==> config.mk <==
export PLATFORM = sky130hd
export DESIGN_NAME = pdp8_trace_flat
export DESIGN_NICKNAME = d
export VERILOG_FILES = /design/src/rtl/pdp8_trace_if.sv /design/src/rtl/pdp8_trace.sv /design/src/flat_wrapper.sv
export SDC_FILE = /design/constraint.sdc
export NUM_CORES = 2
export LEC_CHECK = 0
export ABC_AREA = 1
export BUFFER_PORTS_ARGS = -buffer_cell sky130_fd_sc_hd__buf_2
export CORE_ASPECT_RATIO = 1.5
export CORE_MARGIN = 2
export CORE_UTILIZATION = 50
export DETAILED_ROUTE_END_ITERATION = 10
export GPL_TIMING_DRIVEN = 1
export PLACE_DENSITY_LB_ADDON = 0.05
export SYNTH_ARGS = -nofsm -noshare
export SYNTH_HDL_FRONTEND = slang
export SYNTH_SLANG_ARGS = --single-unit
export TNS_END_PERCENT = 5
==> constraint.sdc <==
create_clock -name clk -period 3.8 [get_ports clk]
set_input_delay 0.76 -clock clk [delete_from_list [all_inputs] [get_ports clk]]
set_output_delay 0.76 -clock clk [all_outputs]
set_load 0.1 [all_outputs]
==> src/rtl/pdp8_trace_if.sv <==
// Trace-monitor bus: CPU observation signals, host controls and the
// record/flag outputs that a host-side reader drains.
interface pdp8_trace_if #(
    parameter int AW = 6,
    parameter int CW = 32
);
    logic [3:0]    state;
    logic [11:0]   pc;
    logic [11:0]   ir;
    logic [11:0]   ac;
    logic          l;
    logic          ion;
    logic [2:0]    if_f;
    logic [2:0]    df_f;
    logic          trace_all;
    logic [CW-1:0] max_cycles;
    logic          clear;
    logic          rd_en;
    logic [44:0]   rd_data;
    logic          empty;
    logic          full;
    logic [AW:0]   count;
    logic          overflow;
    logic [CW-1:0] cycles;
    logic          limit_hit;
    logic          halted;
    logic [11:0]   halt_pc;

    // Host / CPU side: drives observations and controls, reads results.
    modport master (
        output state, pc, ir, ac, l, ion, if_f, df_f,
        output trace_all, max_cycles, clear, rd_en,
        input  rd_data, empty, full, count, overflow,
        input  cycles, limit_hit, halted, halt_pc
    );

    // Trace monitor side.
    modport slave (
        input  state, pc, ir, ac, l, ion, if_f, df_f,
        input  trace_all, max_cycles, clear, rd_en,
        output rd_data, empty, full, count, overflow,
        output cycles, limit_hit, halted, halt_pc
    );
endinterface

==> src/rtl/pdp8_trace.sv <==
// pdp8 execution-trace monitor: counts instruction fetches, captures
// per-instruction records (every fetch or every Nth) into a FWFT FIFO,
// and reports fetch-limit and HALT conditions with sticky flags.
module pdp8_trace #(
    parameter int SAMPLE_INTERVAL = 5000,
    parameter int AW              = 6,
    parameter int CW              = 32
) (
    input  logic         clk,
    input  logic         reset,
    pdp8_trace_if.slave  bus
);
    localparam int            DEPTH        = 1 << AW;
    localparam logic [3:0]    ST_F0        = 4'b0000;
    localparam logic [3:0]    ST_HALT      = 4'b1100;
    localparam logic [3:0]    ST_NONE      = 4'b1111;
    localparam logic [AW:0]   LP_DEPTH     = {1'b1, {AW{1'b0}}};
    localparam logic [CW-1:0] LP_SAMP_LAST = CW'(SAMPLE_INTERVAL - 1);

    logic [3:0]    r_prev_state;
    logic [CW-1:0] r_cycles;
    logic [CW-1:0] r_samp;
    logic          r_limit_hit;
    logic          r_halted;
    logic [11:0]   r_halt_pc;
    logic          r_overflow;
    logic [AW-1:0] r_wptr;
    logic [AW-1:0] r_rptr;
    logic [AW:0]   r_count;
    logic [44:0]   r_mem [DEPTH];

    logic          w_active;
    logic          w_fetch;
    logic          w_cap_fetch;
    logic          w_halt_ev;
    logic          w_sample_hit;
    logic [CW-1:0] w_samp_nxt;
    logic [CW-1:0] w_cycles_nxt;
    logic          w_limit_nxt;
    logic          w_push_req;
    logic [44:0]   w_rec;
    logic          w_empty;
    logic          w_full;
    logic          w_pop;
    logic          w_push;

    // Event detection; clear suppresses every event in its cycle.
    assign w_active     = !r_halted && !r_limit_hit;
    assign w_fetch      = (bus.state == ST_F0) && (r_prev_state != ST_F0);
    assign w_cap_fetch  = w_fetch && w_active && !bus.clear;
    assign w_halt_ev    = (bus.state == ST_HALT) && w_active && !bus.clear;

    // Sampling: the counter wraps on the Nth fetch, which is the one sampled.
    assign w_sample_hit = (r_samp == LP_SAMP_LAST);
    assign w_samp_nxt   = w_sample_hit ? '0 : r_samp + 1'b1;
    assign w_cycles_nxt = (&r_cycles) ? r_cycles : r_cycles + 1'b1;
    assign w_limit_nxt  = (bus.max_cycles != '0) && (w_cycles_nxt >= bus.max_cycles);

    // Record assembly; fetch and HALT are mutually exclusive states.
    assign w_push_req   = (w_cap_fetch && (bus.trace_all || w_sample_hit)) || w_halt_ev;
    assign w_rec        = {w_halt_ev, bus.ion, bus.if_f, bus.df_f, bus.l,
                           bus.ac, bus.ir, bus.pc};

    // FIFO handshake: a push into a full FIFO succeeds only alongside a pop.
    assign w_empty      = (r_count == '0);
    assign w_full       = (r_count == LP_DEPTH);
    assign w_pop        = bus.rd_en && !w_empty && !bus.clear;
    assign w_push       = w_push_req && (!w_full || w_pop);

    // Track the previous major state so a multi-cycle F0 counts once.
    always_ff @(posedge clk or posedge reset) begin
        if (reset) begin
            r_prev_state <= ST_NONE;
        end else begin
            r_prev_state <= bus.state;
        end
    end

    // Fetch counter, sample counter, limit and halt flags.
    always_ff @(posedge clk or posedge reset) begin
        if (reset) begin
            r_cycles    <= '0;
            r_samp      <= '0;
            r_limit_hit <= 1'b0;
            r_halted    <= 1'b0;
            r_halt_pc   <= '0;
        end else if (bus.clear) begin
            r_cycles    <= '0;
            r_samp      <= '0;
            r_limit_hit <= 1'b0;
            r_halted    <= 1'b0;
            r_halt_pc   <= '0;
        end else begin
            if (w_cap_fetch) begin
                r_cycles <= w_cycles_nxt;
                r_samp   <= w_samp_nxt;
                if (w_limit_nxt) begin
                    r_limit_hit <= 1'b1;
                end
            end
            if (w_halt_ev) begin
                r_halted  <= 1'b1;
                r_halt_pc <= bus.pc;
            end
        end
    end

    // FIFO pointers, occupancy and sticky overflow.
    always_ff @(posedge clk or posedge reset) begin
        if (reset) begin
            r_wptr     <= '0;
            r_rptr     <= '0;
            r_count    <= '0;
            r_overflow <= 1'b0;
        end else if (bus.clear) begin
            r_wptr     <= '0;
            r_rptr     <= '0;
            r_count    <= '0;
            r_overflow <= 1'b0;
        end else begin
            if (w_push) begin
                r_wptr <= r_wptr + 1'b1;
            end
            if (w_pop) begin
                r_rptr <= r_rptr + 1'b1;
            end
            case ({w_push, w_pop})
                2'b10:   r_count <= r_count + 1'b1;
                2'b01:   r_count <= r_count - 1'b1;
                default: r_count <= r_count;
            endcase
            if (w_push_req && !w_push) begin
                r_overflow <= 1'b1;
            end
        end
    end

    // Record storage; contents need no reset since empty gates the reader.
    always_ff @(posedge clk) begin
        if (w_push) begin
            r_mem[r_wptr] <= w_rec;
        end
    end

    assign bus.rd_data   = r_mem[r_rptr];
    assign bus.empty     = w_empty;
    assign bus.full      = w_full;
    assign bus.count     = r_count;
    assign bus.overflow  = r_overflow;
    assign bus.cycles    = r_cycles;
    assign bus.limit_hit = r_limit_hit;
    assign bus.halted    = r_halted;
    assign bus.halt_pc   = r_halt_pc;
endmodule

==> src/flat_wrapper.sv <==
// flat-port wrapper written by rule: the top's interface ports become plain ports
module pdp8_trace_flat 
#(
    parameter int SAMPLE_INTERVAL = 5000,
    parameter int AW              = 6,
    parameter int CW              = 32
)
  (clk, reset, bus_state, bus_pc, bus_ir, bus_ac, bus_l, bus_ion, bus_if_f, bus_df_f, bus_trace_all, bus_max_cycles, bus_clear, bus_rd_en, bus_rd_data, bus_empty, bus_full, bus_count, bus_overflow, bus_cycles, bus_limit_hit, bus_halted, bus_halt_pc);
  pdp8_trace_if #(.AW(AW), .CW(CW)) bus_i ();
  input  logic clk;
  input  logic reset;
  input wire logic [$bits(bus_i.state)-1:0] bus_state;
  input wire logic [$bits(bus_i.pc)-1:0] bus_pc;
  input wire logic [$bits(bus_i.ir)-1:0] bus_ir;
  input wire logic [$bits(bus_i.ac)-1:0] bus_ac;
  input wire logic [$bits(bus_i.l)-1:0] bus_l;
  input wire logic [$bits(bus_i.ion)-1:0] bus_ion;
  input wire logic [$bits(bus_i.if_f)-1:0] bus_if_f;
  input wire logic [$bits(bus_i.df_f)-1:0] bus_df_f;
  input wire logic [$bits(bus_i.trace_all)-1:0] bus_trace_all;
  input wire logic [$bits(bus_i.max_cycles)-1:0] bus_max_cycles;
  input wire logic [$bits(bus_i.clear)-1:0] bus_clear;
  input wire logic [$bits(bus_i.rd_en)-1:0] bus_rd_en;
  output wire logic [$bits(bus_i.rd_data)-1:0] bus_rd_data;
  output wire logic [$bits(bus_i.empty)-1:0] bus_empty;
  output wire logic [$bits(bus_i.full)-1:0] bus_full;
  output wire logic [$bits(bus_i.count)-1:0] bus_count;
  output wire logic [$bits(bus_i.overflow)-1:0] bus_overflow;
  output wire logic [$bits(bus_i.cycles)-1:0] bus_cycles;
  output wire logic [$bits(bus_i.limit_hit)-1:0] bus_limit_hit;
  output wire logic [$bits(bus_i.halted)-1:0] bus_halted;
  output wire logic [$bits(bus_i.halt_pc)-1:0] bus_halt_pc;
  assign bus_i.state = bus_state;
  assign bus_i.pc = bus_pc;
  assign bus_i.ir = bus_ir;
  assign bus_i.ac = bus_ac;
  assign bus_i.l = bus_l;
  assign bus_i.ion = bus_ion;
  assign bus_i.if_f = bus_if_f;
  assign bus_i.df_f = bus_df_f;
  assign bus_i.trace_all = bus_trace_all;
  assign bus_i.max_cycles = bus_max_cycles;
  assign bus_i.clear = bus_clear;
  assign bus_i.rd_en = bus_rd_en;
  assign bus_rd_data = bus_i.rd_data;
  assign bus_empty = bus_i.empty;
  assign bus_full = bus_i.full;
  assign bus_count = bus_i.count;
  assign bus_overflow = bus_i.overflow;
  assign bus_cycles = bus_i.cycles;
  assign bus_limit_hit = bus_i.limit_hit;
  assign bus_halted = bus_i.halted;
  assign bus_halt_pc = bus_i.halt_pc;
  pdp8_trace #(.SAMPLE_INTERVAL(SAMPLE_INTERVAL), .AW(AW), .CW(CW)) u_core (.clk(clk), .reset(reset), .bus(bus_i));
endmodule
== Word level (Yosys, flattened, before mapping) ==
Memory sizes are Yosys's and may differ from the RTL's.
Cells that the tools add are included.

* Add/subtract/negate cells: 6
* Order comparisons: 1
* Eq/ne operators: 5
* Multiplexer cells: 23
* Reductions and logical operators: 34

{| class="wikitable"
|+ Operator list
! cell !! number
|-
| $mux W32 || 6
|-
| $add A32 B1 Y32 const B || 2
|-
| $eq A32 B13 Y1 const B || 1
|-
| $ge A32 B32 Y1 || 1
|-
| $reduce_and A32 Y1 || 1
|-
| $reduce_bool A32 Y1 || 1
|-
| $mux W12 || 2
|-
| $mux W6 || 4
|-
| $pmux W7 S2 || 1
|-
| $add A6 B1 Y6 const B || 2
|-
| $logic_and A1 B1 Y1 || 12
|-
| $reduce_bool A2 Y1 || 6
|-
| $mux W1 || 9
|-
| $add A7 B1 Y7 const B || 1
|-
| $eq A7 B7 Y1 const B || 1
|-
| $logic_not A7 Y1 || 1
|-
| $mux W7 || 1
|-
| $sub A7 B1 Y7 const B || 1
|-
| $logic_not A1 Y1 || 6
|-
| $eq A4 B4 Y1 const B || 1
|-
| $logic_not A4 Y1 || 1
|-
| $reduce_bool A4 Y1 || 1
|-
| $logic_or A1 B1 Y1 || 3
|-
| $reduce_bool A3 Y1 || 1
|-
| other kinds (3) || 3
|}

* Flip-flop bits (word level): 102
* Bits in writable memories: 2880
* Input port bits: 85
* Output and inout bits: 101
* Logic and storage cells: 80
* Memories kept: 1

{| class="wikitable"
|+ Memories
! name !! words !! width !! read ports !! clocked after Yosys merged registers in !! write ports !! line !! source
|-
| u_core.r_mem || 64 || 45 || 1 || 0 || 1 || pdp8_trace.sv:30 || <nowiki>logic [44:0] r_mem [DEPTH];</nowiki>
|}

== Depth between registers and ports, before layout ==
* Depth in word-level cells: 11
* Mapped depth: 23
* Depth with buffers taken out: 22

== Worst setup path after synthesis ==
Ideal clock, no wire load.

* Kind: flip-flop to flip-flop
* Start point: reg u_core.r_count[0] (netlist: u_core.bus.count[0])
* End point: mem u_core.r_mem[13][0], enable pin
* Library setup time: 0.448 ns
* Arrival: 4.411 ns
* Data required time: 3.352 ns
* Setup slack: -1.059 ns
* Stages on the path, launching flop included: 11
* Buffers on the path: 0
* Clock period less this slack: 4.859 ns
* Cells stage by stage: dfrtp_1 > nor2_1 > nand2_1 > nor2_1 > nor2_2 > nand2_2 > nand2_2 > nand2_8 > nor2_8 > nand3_4 > nor2_1

* Word-level cells in the longest chain between the ends: 8
* Elaborated cells between the ends (all ways): 10
* Those cells by class: eq/ne: 1; mux: 2; reduce/logical: 7

{| class="wikitable"
|+ Ends and longest elaborated chain
! item !! line !! source
|-
| from (decl) || pdp8_trace.sv:29 || <nowiki>logic [AW:0] r_count;</nowiki>
|-
| from (signal assigned) || pdp8_trace.sv:128 || <nowiki>2'b10: r_count <= r_count + 1'b1;</nowiki>
|-
| from (signal assigned) || pdp8_trace.sv:129 || <nowiki>2'b01: r_count <= r_count - 1'b1;</nowiki>
|-
| from (signal assigned) || pdp8_trace.sv:130 || <nowiki>default: r_count <= r_count;</nowiki>
|-
| $logic_not A7 Y1 || pdp8_trace.sv:65 || <nowiki>assign w_empty = (r_count == '0);</nowiki>
|-
| named net bus_empty || flat_wrapper.sv:25 || <nowiki>output wire logic [$bits(bus_i.empty)-1:0] bus_empty;</nowiki>
|-
| $logic_not A1 Y1 || pdp8_trace.sv:67 || <nowiki>assign w_pop = bus.rd_en && !w_empty && !bus.clear;</nowiki>
|-
| $logic_and A1 B1 Y1 (2 in a row) || pdp8_trace.sv:67 ||
|-
| $logic_or A1 B1 Y1 || pdp8_trace.sv:68 || <nowiki>assign w_push = w_push_req && (!w_full || w_pop);</nowiki>
|-
| $logic_and A1 B1 Y1 || pdp8_trace.sv:68 ||
|-
| $mux W1 || pdp8_trace.sv:140 || <nowiki>if (w_push) begin</nowiki>
|-
| $mux W1 (implied by the code) || pdp8_trace.sv:141 || <nowiki>r_mem[r_wptr] <= w_rec;</nowiki>
|-
| to (decl) || pdp8_trace.sv:30 ||
|}

The timed path passes the listed nets, and every way through them passes these cells.

== Final worst setup path ==
* Start point: reg u_core.r_rptr[0]
* End point: out bus_rd_data[16]

* Word-level cells in the longest chain between the ends: 1

{| class="wikitable"
|+ Ends and longest elaborated chain
! item !! line !! source
|-
| from (decl) || pdp8_trace.sv:28 || <nowiki>logic [AW-1:0] r_rptr;</nowiki>
|-
| from (signal assigned) || pdp8_trace.sv:125 || <nowiki>r_rptr <= r_rptr + 1'b1;</nowiki>
|-
| $mem_v2 Z64 W45 || n/a ||
|-
| to (decl) || flat_wrapper.sv:24 || <nowiki>output wire logic [$bits(bus_i.rd_data)-1:0] bus_rd_data;</nowiki>
|}

Every way passes these cells.

==> out/metrics.csv <==
stage;metric;value;unit
run_status;outcome;complete, but fails checks;
run_status;failing checks;negative setup slack;
timing;fin crit share;1.128;
cts;CTS tree;done;
synth;Synth top area share;0.7185;
worst_setup_path;Worst R2R Path Depth;16;
floorplan;IO Count;186;
drt;vias;83700;
worst_setup_path;R2R setup slack;0.05;ns
cts;Clock Latency Late Sink;0.88;ns
drt;Routed WL;409.4;mm
power;sw frac;0.3178;
finish;layout cells sized above 1;0.1505;
power;Pleak;0.04863;µW
synth;Post-synth ARST share;0.03421;
drt;Routed met2 length;206.4;mm
worst_setup_path;Worst EP arrival;3.52;ns
drt;met3 WL;27.08;mm
timing;WHS;0.1119;ns
worst_setup_path;worst r2r dst;u_core.bus.limit_hit;
drt;M1 WL;151.8;mm
global_route;initial antenna violation count;8;
place;GP Congestion;0.8935;
worst_setup_path;critical path's top delay family;buffers and inverters;
worst_setup_path;worst endpoint required time;3.04;ns
synth;top_reg_cell synth;edfxtp_1;
cts;H-Tree Level Count;5;
power;sequential share of power;0.405;
timing;max_slew headroom;0.2899;
place;Port Buffer Count;185;
worst_setup_path;critical path launch point type;register;
synth;number of flops mapped to enable cells by yosys;2880;
place;Post-DP HPWL;235.4;mm
synth;sequential area share after synthesis;0.7397;
power;Logic pwr share;0.275;
floorplan;Starting Density;0.5026;
hold_path;Worst Hold Class;in2async;
floorplan;height of the die;604.9;µm
power;worst vdd ir;0.7256;mV
worst_setup_path;delay of the slowest cell on the worst path;0.52;ns
drt;initial DRC count;9724;
timing;Fin Clk Skew;0.05023;ns
drt;Avg WL per Cell;30.47;µm
floorplan;die footprint;244800;µm²
drt;DRC;0;
power;internal power;60930;µW
global_route;gr ovfl total;0;
synth;largest area contributor in the netlist;edfxtp_1;
worst_setup_path;R2R Path Start;u_core.bus.cycles[1];
synth;largest cells by area after synthesis;edfxtp_1 72%, o21ai_0 6.0%, nor2_1 5.1%, o22ai_1 3.8%, nand2_1 3.3%;
worst_setup_path;Worst setup EP type;primary output;
finish;Design Area, Final;142000;µm²
worst_setup_path;slowest CP cell;dfrtp_4;
power;Clk network pwr share;0.320;
floorplan;Die W;404.6;µm
global_route;first-pass GRT wire length;569.4;mm
timing;Hold Violations, Final;0;
cts;Root Buffer;clkbuf_16;
timing;setup slack after layout;-0.4849;ns
timing;Fmax;233.4;MHz
place;Post-Place Setup Slack;-0.1166;ns
synth;Post-Synthesis Cell Area;120400;µm²
timing;RSZ-0062 raised after global routing;yes;
synth;post-synth cell types;53;
global_route;vias in the first global route;81071;
floorplan;Rows;220;
drt;drt first pass iters;5;
timing;max-slew violations;0;
drt;Vias/cell;6.231;
cts;clk sinks;2982;
finish;P&R area growth vs syn;17.94;%
global_route;GRT Total Usage;0.3209;
finish;Layout Nets;10229;
synth;FF+latch count, synth;2982;
synth;post-synthesis cell count;9625;
floorplan;Placeable Area;239500;µm²
place;DP Area;129400;µm²
power;P_sw;28390;µW
synth;Mapped Nets;9752;
cts;clk slew on worst S/H paths;0.06;ns
worst_setup_path;Crit Path Category;reg2out;
worst_setup_path;CP Cell Sequence;buf_12 -> clkinv_16 -> buf_16 -> buf_8 -> clkbuf_16 -> nor2_1 -> o22ai_1 -> buf_4 -> nand2_1 -> nand3_1 -> nand3_1 -> nand2_1 -> nand2_1 -> o21ai_4 -> buf_12;
drt;Final ANT Viol Nets;0;
synth;Avg Inst Size Synth;12.51;µm²
cts;CTS max path bufs;4;
worst_setup_path;cell with the most instances on the worst path;nand2_1;
synth;number of synthesis warnings;0;
power;pwr/cell area;629.2;nW/µm²
timing;Least-Margin Pin Slew;1.065;ns
timing;Setup-failing EPs final;45;
global_route;pin count of the biggest net entering global routing;77;
timing;Final min period;4.285;ns
worst_setup_path;CP bufs+invs;7;
drt;Top Metal Used;met4;
cts;CTS buffer count;291;
flow_run;max-cap violation count;0;
worst_setup_path;Max FO, Critical Path;20;
==> placed cells by master, fill, tap and decap left out, types with 24 or more instances in the layout <==
master     synthesis  routed
nor2_1          1633    1564
clkinv_2           1      47
clkbuf_16          0     338
edfxtp_1        2880    2880
nor2_4             1      64
o22ai_1          734     707
nand2_2            7      38
xor2_1            31      31
clkinv_1           1      51
buf_4             46     407
nand3_1          548     455
inv_1            149     147
nand3_4            7      24
ha_1              41      41
o21ai_1          128     125
buf_2            191     121
dfrtp_1           98      92
a21oi_1           43      37
o21ai_0         1439    1418
nor3_1            33      33
o22ai_2            0      27
buf_16             0      43
clkbuf_1         320      67
nand4_1           30      30
nand3_2            3      79
buf_6             26      35
buf_12             0     172
nand2_1         1052    1016
==> area by class of cell <==
type,instances,area [µm²]
clock inverter,140,1295
inverter,158,669.4
tap,3108,3889
fill,19049,97510
timing repair inverter,3,41.29
antenna,5,12.51
sequential,2982,89060
clock buffer,371,7836
multi-input combinational,5834,29260
timing repair buffer,832,9903
==> cell usage after synthesis (5+ instances only) <==
library cell	number
and2_1	24
buf_6	26
inv_2	6
nand3b_1	5
o21ai_0	1439
xor2_1	31
nand3_4	7
buf_1	56
clkbuf_2	9
nand2_1	1052
o211ai_1	21
ha_1	41
nor2_1	1633
o21ai_1	128
edfxtp_1	2880
buf_2	191
a22o_1	5
a21oi_1	43
nor4_1	15
clkbuf_1	320
nor3_1	33
nor3_2	7
nand3_1	548
dfrtp_1	98
inv_1	149
o22ai_1	734
nand2_2	7
buf_4	46
nand4_1	30
==> through the flow <==
step / cells / power [µW] / TNS [ns] / util
finish: 13433 / 89320 / -19.26 / 0.5928
detailed placement: 12821 / 58230 / -0.1212 / 0.5405
CTS: 13359 / 87500 / -22.15 / 0.5836
global route: 13429 / 92350 / -22.81 / 0.5928
floorplan: 9625 / 49600 / -451.31 / -
global placement: 12821 / 58090 / -0.1138 / 0.5405
==> sequential cells by signal, indices dropped and copies added (netlist names) <==
name	cells
u_core.bus.overflow	1
u_core.r_rptr	6
u_core.bus.count	7
u_core.bus.cycles	32
u_core.r_samp	32
u_core.bus.limit_hit	1
u_core.r_prev_state	4
u_core.bus.halt_pc	12
u_core.r_wptr	6
u_core.bus.halted	1
u_core.r_mem	2880
==> worst max path at each step <==
stage                                endpoint                 from  depth (start not counted)  slack (ns)
after global placement         bus_rd_data[0]     u_core.r_rptr[0]                         13       -0.11
after CTS                      bus_rd_data[6]     u_core.r_rptr[0]                         14       -0.60
after detailed placement       bus_rd_data[0]     u_core.r_rptr[0]                         13       -0.12
final                         bus_rd_data[16]     u_core.r_rptr[0]                         15       -0.48
after global routing          bus_rd_data[16]     u_core.r_rptr[0]                         15       -0.54
after floorplan           u_core.r_mem[14][0]  u_core.bus.count[6]                         10       -0.17
==> power groups by stage <==
stage                     sequential [µW]  combinational, µW  clock, µW
after global placement              36900              21200          0
after global routing                36200              26100      30000
after CTS                           36200              22500      28900
after floorplan                     37100              12500          0
final                               36200              24600      28600
after detailed placement            36900              21300          0
==> kinds of logic (layout without fill, tap and decap cells) <==
family / Yosys count / count (layout) / synth area share
other cells: 0 / 5 / 0
buf+inv: 809 / 1504 / 0.03067
fa+ha+maj: 42 / 42 / 0.004428
xor+xnor: 34 / 34 / 0.002474
simple gates: 3378 / 3378 / 0.1153
flops: 2982 / 2982 / 0.7397
compound gates: 2380 / 2380 / 0.1074
==> metal layers <==
metal	track usage	vias up
li1	-	36283
met1	0.3969	42722
met2	0.5539	3882
met3	0.03693	813
met4	0.1690	0
met5	0	-
==> what timing repair did <==
action                     4_1_cts  5_1_grt
pin swaps                        5       72
gates cloned                    12       39
hold buffers                     4        0
buffers inserted                11       35
resized for setup              161      225
setup endpoints to repair       45       46
hold endpoints to repair         4        0
No activity file was read; power rests on OpenSTA's default activity.
